===== config.mk =====
export PLATFORM = sky130hd
export DESIGN_NAME = jtdsp16_inst_cache
export DESIGN_NICKNAME = d
export VERILOG_FILES = /design/src/rtl/jtdsp16_inst_cache.sv
export SDC_FILE = /design/constraint.sdc
export NUM_CORES = 1
export LEC_CHECK = 0
export CORE_ASPECT_RATIO = 0.5
export CORE_MARGIN = 2
export CORE_UTILIZATION = 50
export DETAILED_ROUTE_END_ITERATION = 16
export PLACE_DENSITY = 0.68
export SYNTH_ARGS = -nofsm -noshare
export SYNTH_HDL_FRONTEND = slang
export SYNTH_SLANG_ARGS = --single-unit

===== constraint.sdc =====
create_clock -name clk -period 5.56 [get_ports clk]
set_clock_uncertainty 0.1 [all_clocks]
set_input_delay 1.112 -clock clk [delete_from_list [all_inputs] [get_ports clk]]
set_output_delay 1.112 -clock clk [all_outputs]
set_load 0.005 [all_outputs]

===== src/rtl/jtdsp16_inst_cache.sv =====
// jtdsp16_inst_cache -- DSP16 instruction fetch loop cache.
//
// Sits between the program ROM and the instruction decoder and implements
// the "do K { N instructions }" / "redo K" loop cache. On the first pass the
// body words come from ROM and are written into a 15-entry cache. On later
// passes they are replayed from the cache while pc_halt freezes the ROM
// address unit. Interrupts are masked while a loop is active.
//
// Ports:
//   clk        system clock
//   rst_n      synchronous active-low reset
//   cen        clock enable; state advances only when high
//   rom_dout   instruction word at the current ROM address
//   do_en      decoder holds a "do" instruction this cycle
//   redo_en    decoder holds a "redo" instruction this cycle
//   loop_n     body length N for do (1..2**CW-1)
//   loop_k     iteration count K for do/redo (0 treated as 1)
//   inst       instruction word to the decoder
//   pc_halt    holds the ROM program counter during replay
//   irq_mask   high while a loop is active
//   in_loop    high while filling or replaying
//   loop_last  inst is the last word of the final iteration
//   err        (only with JTDSP16_CACHE_ERR_EN) sticky flag for ignored
//              do/redo requests; cleared only by reset
//
// Optional feature macro: JTDSP16_CACHE_ERR_EN (adds the err port).

module jtdsp16_inst_cache #(
    parameter int CW = 4,
    parameter int KW = 7
) (
    input  logic          clk,
    input  logic          rst_n,
    input  logic          cen,
    input  logic [15:0]   rom_dout,
    input  logic          do_en,
    input  logic          redo_en,
    input  logic [CW-1:0] loop_n,
    input  logic [KW-1:0] loop_k,
    output logic [15:0]   inst,
    output logic          pc_halt,
    output logic          irq_mask,
    output logic          in_loop,
    output logic          loop_last
`ifdef JTDSP16_CACHE_ERR_EN
    ,
    output logic          err
`endif
);

    typedef enum logic [1:0] {
        IDLE,
        FILL,
        REPLAY
    } state_t;

    localparam logic [CW-1:0] N_ONE = {{(CW-1){1'b0}}, 1'b1};
    localparam logic [KW-1:0] K_ONE = {{(KW-1){1'b0}}, 1'b1};

    state_t        state, state_nx;
    logic [CW-1:0] ptr, ptr_nx;
    logic [CW-1:0] n_len, n_nx;
    logic [KW-1:0] k_len, k_nx;
    logic [KW-1:0] rem, rem_nx;
    logic          valid, valid_nx;
    logic          cache_we;
    logic          at_end;
    logic [KW-1:0] k_eff;

    // Cache RAM is intentionally not reset.
    logic [15:0] cache [0:(2**CW)-2];

    assign at_end   = (ptr == (n_len - N_ONE));
    assign k_eff    = (loop_k == '0) ? K_ONE : loop_k;
    assign in_loop  = (state != IDLE);
    assign irq_mask = (state != IDLE);

    always_comb begin
        state_nx  = state;
        ptr_nx    = ptr;
        n_nx      = n_len;
        k_nx      = k_len;
        rem_nx    = rem;
        valid_nx  = valid;
        cache_we  = 1'b0;
        inst      = rom_dout;
        pc_halt   = 1'b0;
        loop_last = 1'b0;
        case (state)
            IDLE: begin
                // do_en wins over redo_en even when its N=0 makes it a no-op
                if (do_en) begin
                    if (loop_n != '0) begin
                        n_nx     = loop_n;
                        k_nx     = k_eff;
                        ptr_nx   = '0;
                        state_nx = FILL;
                    end
                end else if (redo_en && valid) begin
                    ptr_nx   = '0;
                    rem_nx   = k_eff;
                    state_nx = REPLAY;
                end
            end
            FILL: begin
                cache_we = 1'b1;
                ptr_nx   = ptr + N_ONE;
                if (at_end) begin
                    valid_nx = 1'b1;
                    ptr_nx   = '0;
                    if (k_len == K_ONE) begin
                        loop_last = 1'b1;
                        state_nx  = IDLE;
                    end else begin
                        rem_nx   = k_len - K_ONE;
                        state_nx = REPLAY;
                    end
                end
            end
            REPLAY: begin
                inst    = cache[ptr];
                pc_halt = 1'b1;
                ptr_nx  = ptr + N_ONE;
                if (at_end) begin
                    ptr_nx = '0;
                    if (rem == K_ONE) begin
                        loop_last = 1'b1;
                        state_nx  = IDLE;
                    end else begin
                        rem_nx = rem - K_ONE;
                    end
                end
            end
            default: state_nx = IDLE;
        endcase
    end

    always_ff @(posedge clk) begin
        if (!rst_n) begin
            state <= IDLE;
            ptr   <= '0;
            n_len <= '0;
            k_len <= '0;
            rem   <= '0;
            valid <= 1'b0;
        end else if (cen) begin
            state <= state_nx;
            ptr   <= ptr_nx;
            n_len <= n_nx;
            k_len <= k_nx;
            rem   <= rem_nx;
            valid <= valid_nx;
        end
    end

    always_ff @(posedge clk) begin
        if (cen && cache_we) cache[ptr] <= rom_dout;
    end

`ifdef JTDSP16_CACHE_ERR_EN
    logic err_set;

    always_comb begin
        err_set = 1'b0;
        if (state != IDLE)  err_set = do_en | redo_en;
        else if (do_en)     err_set = (loop_n == '0);
        else if (redo_en)   err_set = !valid;
    end

    always_ff @(posedge clk) begin
        if (!rst_n)              err <= 1'b0;
        else if (cen && err_set) err <= 1'b1;
    end
`endif

endmodule


==> key figures, run 1 <==
Critical path
  – Crit path DAT: around 3.4 ns
  – Critical-path maximum fanout: 36
  – Startpoint Class: flip-flop
  – CP required: approximately 4.4 ns
  – Critical path class: flip-flop to output pin
  – Crit end category: output pin

Run
  – Max Cap Viol: 0

STA
  – Unrepaired setup endpoints after global routing: false
  – Rel. slew slack: a little over a fifth
  – Final Hold Viols: 0
  – Measured slew at the worst slew-check pin: 1.169 ns
  – Final setup margin: 0.9861 ns
  – Final setup violation count: 0
  – Tmin final: 4.574 ns
  – Highest clock rate: roughly 220 MHz
  – Total Neg Setup Slack: 0 ns
  – Slew Limit Fails: 0
  – Fin crit share: 82.26%

Placed design
  – DP Wirelength: 13.06 mm
  – Placer Congestion: 0.7828
  – Port Buffer Count: just over 50
  – DP Worst Slack: 1.501 ns

Synthesis
  – Post-synthesis cell count: just over 600
  – Leading register cell type out of synthesis: edfxtp_1
  – Post-synth cell types: 48
  – Register area share after synthesis: a little over two thirds
  – Async SR Flop Fraction: 0%
  – Post-synthesis cell area: 11,130 um2
  – Syn_area_per_cell: 18.21 um2
  – Mapped Nets: 656
  – Synth Register Bits: 269
  – Synth top area share: 64.78%
  – Ranking of synthesized cells by area: edfxtp_1, mux4_2, dfxtp_1
  – Post-synth top area cell: edfxtp_1
  – Ys Warns: 0
  – Number of synthesized flops with an enable pin: 240

Clocking
  – CTS root buf: clkbuf_16
  – Htree depth: 1
  – Clock buffer depth: 3
  – Postcts setup bufs: 0
  – Clk slew on worst S/H paths: approximately 0.060 ns
  – CTS Buf Count: 23
  – Post-CTS sizing: 0
  – Worst skew pair latency: 0.51 ns
  – TritonCTS clock tree: built
  – Hold buffer count at CTS: 0
  – Clk sinks: 269

Run status
  – Status: finished clean

Worst hold path
  – Hold WC Path Type: flip-flop to flip-flop

Pwr
  – Int Pwr: 3471 uW
  – PwrDens: 343.2 nW/um2
  – Leakage power: 0.004027 uW
  – Gate power share: 9.0%
  – Max IR drop VDD: 0.2378 mV
  – Sw power: between 900 and 1000 uW
  – Clk pwr share: 40.3%
  – Flop pwr share: 50.7%
  – Net Sw Frac: 21.34%

GRT
  – Wire length of the first global-routing pass: 35.28 mm
  – GRT overflow: 0
  – Largest net degree at the start of global routing: 65
  – Vias in the first global route: about 5.9k
  – Overall Global Routing Usage: about a fifth
  – Initial antenna violation count: 0

Detailed routing
  – Vias: approximately 5.8k
  – Via density: between 5 and 6
  – DRT Pass-1 Iters: 5
  – Post-route ant nets: 0
  – Initial DRC count: around 500
  – WL final: around 23 mm
  – # DRC: 0
  – Wire length per cell: 23.38 um

Floorplanning
  – Initial Utilization: 51.20%
  – Num rows: 38
  – Die H: around 110 um
  – Die Area: 23,530 um2
  – Io pins: 52
  – Core area: 21,730 um2
  – Die W: around 210 um

Cells and area
  – Commonest non-fill, non-tap cell in the layout: edfxtp_1
  – Util after Layout: 59.17%
  – Final nets: 716
  – N_diodes: 0
  – Commonest non-fill, non-tap cells in the layout: edfxtp_1, mux4_2, clkdlybuf4s50_1
  – Fraction of layout cells with a size suffix above 1: around 22%
  – Synthesis-to-finish area growth: 15.56%
power by group through the flow:
stage | Clock, uW | Sequential (uW) | Combinational [uW]
finish | 1780 | 2240 | 396
global route | 1880 | 2240 | 433
CTS | 1810 | 2240 | 400
detailed placement | 0 | 2280 | 398
global placement | 0 | 2280 | 391
floorplan | 0 | 2280 | 259
registers in the layout (all words and copies together) (netlist names), named ones only:
| signal | flops |
|---|---|
| ptr | 4 |
| rem | 7 |
| cache | 240 |
| k_len | 7 |
| state | 2 |
| n_len | 4 |
| valid | 1 |
cell type report:
class | instances | area, um2
Inverter | 18 | 67.56
Sequential cell | 269 | 7794
Multi-Input combinational cell | 292 | 3142
Timing Repair Buffer | 67 | 643.1
Tap cell | 300 | 375.4
Fill cell | 1621 | 8871
Clock inverter | 17 | 242.7
Clock buffer | 25 | 593.1
cells in the mapped netlist, types with 3 or more instances:
master    count
xor2_1        3
clkbuf_1     17
nand2_1      39
o31ai_1       3
o221ai_1      8
inv_1        17
and2_1        7
o311ai_0      3
mux2i_1      34
o211ai_1      5
or3_1         3
a21oi_1       4
mux2_2       16
o21ai_0      21
buf_2         4
a31oi_1       3
dfxtp_1      29
or4_1         4
mux4_2       64
buf_1         3
xnor2_1       6
nor3_1        7
buf_4         7
nor2_1       20
edfxtp_1    240
ha_1         13
nor4_1        4
layer usage:
layer | global-route usage (%) | vias up | wire length (um)
met3 | 3.485 | 29 | 1420
met1 | 29.41 | 3068 | 10420
met4 | 3.919 | 0 | 316
li1 | - | 2577 | -
met2 | 33.31 | 173 | 10950
met5 | 0 | - | 0
per-stage QoR:
step / total power [uW] / hold slack [ns] / cell area, um2 / instances
final: 4413 / 0.3789 / 12860 / 988
after global routing: 4552 / 0.4072 / 12860 / 988
after CTS: 4442 / 0.3775 / 12860 / 988
after detailed placement: 2679 / 0.3626 / 12020 / 946
after global placement: 2672 / 0.3532 / 12020 / 946
after floorplan: 2535 / 0.3370 / 11130 / 611
worst max-delay path: stages, from the launching register on:
cell             delay [ns]
dfxtp_2                0.87
buf_4                  0.40
mux4_2                 0.35
mux4_2                 0.48
mux2_2                 0.29
clkdlybuf4s50_1        0.45
worst paths after layout:
kind / startpoint / endpoint / slack (ns) / cells after the start
setup / recovery: flip-flop / inst[11] / 0.99 / 5
hold / removal: valid$_SDFFE_PN0P_ / valid$_SDFFE_PN0P_ / 0.38 / 2
setup reg to reg: state[1]$_SDFFE_PN0P_ / cache[9][14]$_DFFE_PP_ / 2.69 / 6
hold reg to reg: valid$_SDFFE_PN0P_ / valid$_SDFFE_PN0P_ / 0.38 / 2
kinds of logic (layout without fill, tap and decap cells):
| logic type | count (synthesis) | count (layout) | synth area share [%] |
|---|---|---|---|
| flip-flops | 269 | 269 | 70.00 |
| multiplexers | 114 | 114 | 17.63 |
| AND/OR/NAND/NOR | 98 | 98 | 4.307 |
| AO/OA/AOI/OAI | 55 | 55 | 3.363 |
| buffers and inverters | 50 | 127 | 2.035 |
| adder cells (fa/ha/maj) | 13 | 13 | 1.462 |
| XOR/XNOR | 12 | 12 | 1.203 |
(Power assumes the default switching activity.)
==> inputs of run 2 (changes only) <==
--- a/config.mk
+++ b/config.mk
@@ -9,7 +9,7 @@
 export CORE_MARGIN = 2
 export CORE_UTILIZATION = 50
 export DETAILED_ROUTE_END_ITERATION = 16
-export PLACE_DENSITY = 0.68
+export PLACE_DENSITY = 0.71
 export SYNTH_ARGS = -nofsm -noshare
 export SYNTH_HDL_FRONTEND = slang
 export SYNTH_SLANG_ARGS = --single-unit
==> constraint.sdc (replaced) <==
create_clock -name clk -period 3.95 [get_ports clk]
set_clock_uncertainty 0.1 [all_clocks]
set_input_delay 0.79 -clock clk [delete_from_list [all_inputs] [get_ports clk]]
set_output_delay 0.79 -clock clk [all_outputs]
set_load 0.005 [all_outputs]
==> key figures, run 2 (same netlist as run 1, synthesis figures left out) <==
Detailed routing
  – # DRC: 0
  – Via density: 5.829
  – Initial DRC count: 584
  – Wire length per cell: approximately 23 um
  – WL final: 22.77 mm
  – Vias: 5,876
  – DRT Pass-1 Iters: 7
  – Post-route ant nets: 0

Pwr
  – Net Sw Frac: a little over a fifth
  – Leakage power: between 0.004 and 0.005 uW
  – Max IR drop VDD: 0.3120 mV
  – Clk pwr share: 38.8%
  – Gate power share: 9.3%
  – PwrDens: 467.4 nW/um2
  – Flop pwr share: approximately half
  – Int Pwr: 4764 uW
  – Sw power: 1308 uW

GRT
  – Vias in the first global route: a little under 6k
  – GRT overflow: 0
  – Overall Global Routing Usage: 20.17%
  – Largest net degree at the start of global routing: 32
  – Wire length of the first global-routing pass: between 30 and 40 mm
  – Initial antenna violation count: 0

Clocking
  – Clk sinks: between 200 and 300
  – Worst skew pair latency: approximately 0.52 ns
  – CTS root buf: clkbuf_16
  – CTS Buf Count: 24
  – Clock buffer depth: 3
  – TritonCTS clock tree: built
  – Htree depth: 1
  – Hold buffer count at CTS: 0
  – Clk slew on worst S/H paths: 0.06 ns

Cells and area
  – Commonest non-fill, non-tap cell in the layout: edfxtp_1
  – Layout Cell Area excl Fill: 12,990 um2
  – N_diodes: 0
  – Final nets: 736
  – Max reg flops: 240
  – Fraction of layout cells with a size suffix above 1: 23.87%
  – Util after Layout: 59.79%
  – Fill cell count: between 1.5k and 2k
  – Synthesis-to-finish area growth: 16.77%
  – Biggest register: cache
  – Top flop regs: cache (240), k_len (7), rem (7)
  – Commonest non-fill, non-tap cells in the layout: edfxtp_1, mux4_2, clkdlybuf4s50_1

STA
  – Highest clock rate: between 200 and 300 MHz
  – Measured slew at the worst slew-check pin: 0.6582 ns
  – Unrepaired setup endpoints after global routing: false
  – Total Neg Setup Slack: 0 ns
  – Final Hold Viols: 0
  – Final setup violation count: 0
  – Fin crit share: between 90% and 100%
  – Slew Limit Fails: 0
  – Hold WS: 0.3818 ns
  – Tmin final: 3.838 ns
  – Rel. slew slack: 56.12%

Critical path
  – Crit end category: output pin
  – Critical path class: flip-flop to output pin
  – Critical-path maximum fanout: 23
  – Startpoint Class: flip-flop
  – CP required: 3.06 ns
  – R2R setup slack: ~1.5 ns
  – Crit path DAT: slightly below 3 ns

Placed design
  – Placer Congestion: 0.8041
  – Post-Place Cell Area: 12,170 um2
  – DP Wirelength: 13.32 mm
  – Port Buffer Count: a little over 50

Floorplanning
  – Initial Utilization: about 51%
  – Die Area: 23,530 um2
  – Die H: 109.5 um
  – Num rows: 38
  – Io pins: 52
  – Die W: around 210 um
  – Core area: around 22,000 um2

Worst hold path
  – Hold WC Path Type: flip-flop to flip-flop

Run
  – Max Cap Viol: 0

Run status
  – Status: finished clean
## run 2: layout make-up
cell class              instances  area, um2  share of cell area, %
clock inverters                14      156.4                  1.204
well taps                     300      375.4                  2.889
inverters                      18      67.56                 0.5201
flip-flops and latches        269       7796                  60.01
repair buffers                 86      814.5                  6.270
clock buffers                  29      639.4                  4.922
multi-input cells             292       3142                  24.18
## run 2: worst max-delay path, stage by stage (launching register included)
cell and delay, ns:
dfxtp_4 0.44, buf_12 0.24, mux4_2 0.54, mux4_2 0.48, mux2_2 0.27, clkdlybuf4s50_1 0.45
## run 2: per-layer routing
layer / routed length (um) / global-route usage, % / part of all wire [%] / vias to the layer above
met4: 386 / 4.613 / 1.7 / 0
met2: 10510 / 32.27 / 46 / 215
met3: 1618 / 3.071 / 7.1 / 29
li1: - / - / - / 2616
met5: 0 / 0 / 0 / -
met1: 10250 / 29.76 / 45 / 3016
## run 2: path summary, 6_finish.rpt
kind                    startpoint                     end  cells past startpoint
max reg2reg  state[1]$_SDFFE_PN0P_  cache[10][4]$_DFFE_PP_                      6
max                      flip-flop                 inst[8]                      5
min reg2reg    rem[1]$_SDFFE_PN0P_     rem[1]$_SDFFE_PN0P_                      2
min            rem[1]$_SDFFE_PN0P_     rem[1]$_SDFFE_PN0P_                      2
## run 2: power by group through the flow
stage / combinational [uW] / clock [uW] / sequential (uW)
after floorplan: 365 / 0 / 3200
after global placement: 552 / 0 / 3220
after detailed placement: 561 / 0 / 3220
after CTS: 573 / 2390 / 3150
after global routing: 620 / 2500 / 3150
final: 567 / 2350 / 3150
## run 2: stage by stage
step	setup slack, ns	cells	power, uW
floorplan	1.043	611	3568
global placement	0.4746	963	3767
detailed placement	0.4512	963	3778
CTS	0.06869	1008	6117
global route	0.01300	1008	6277
finish	0.1123	1008	6072
## run 2: repair_timing
| action | 4_1_cts | 5_1_grt |
|---|---|---|
| buffers inserted | 2 | 0 |
| resized for setup | 2 | 0 |
| endpoints found under the setup margin | 14 | 0 |
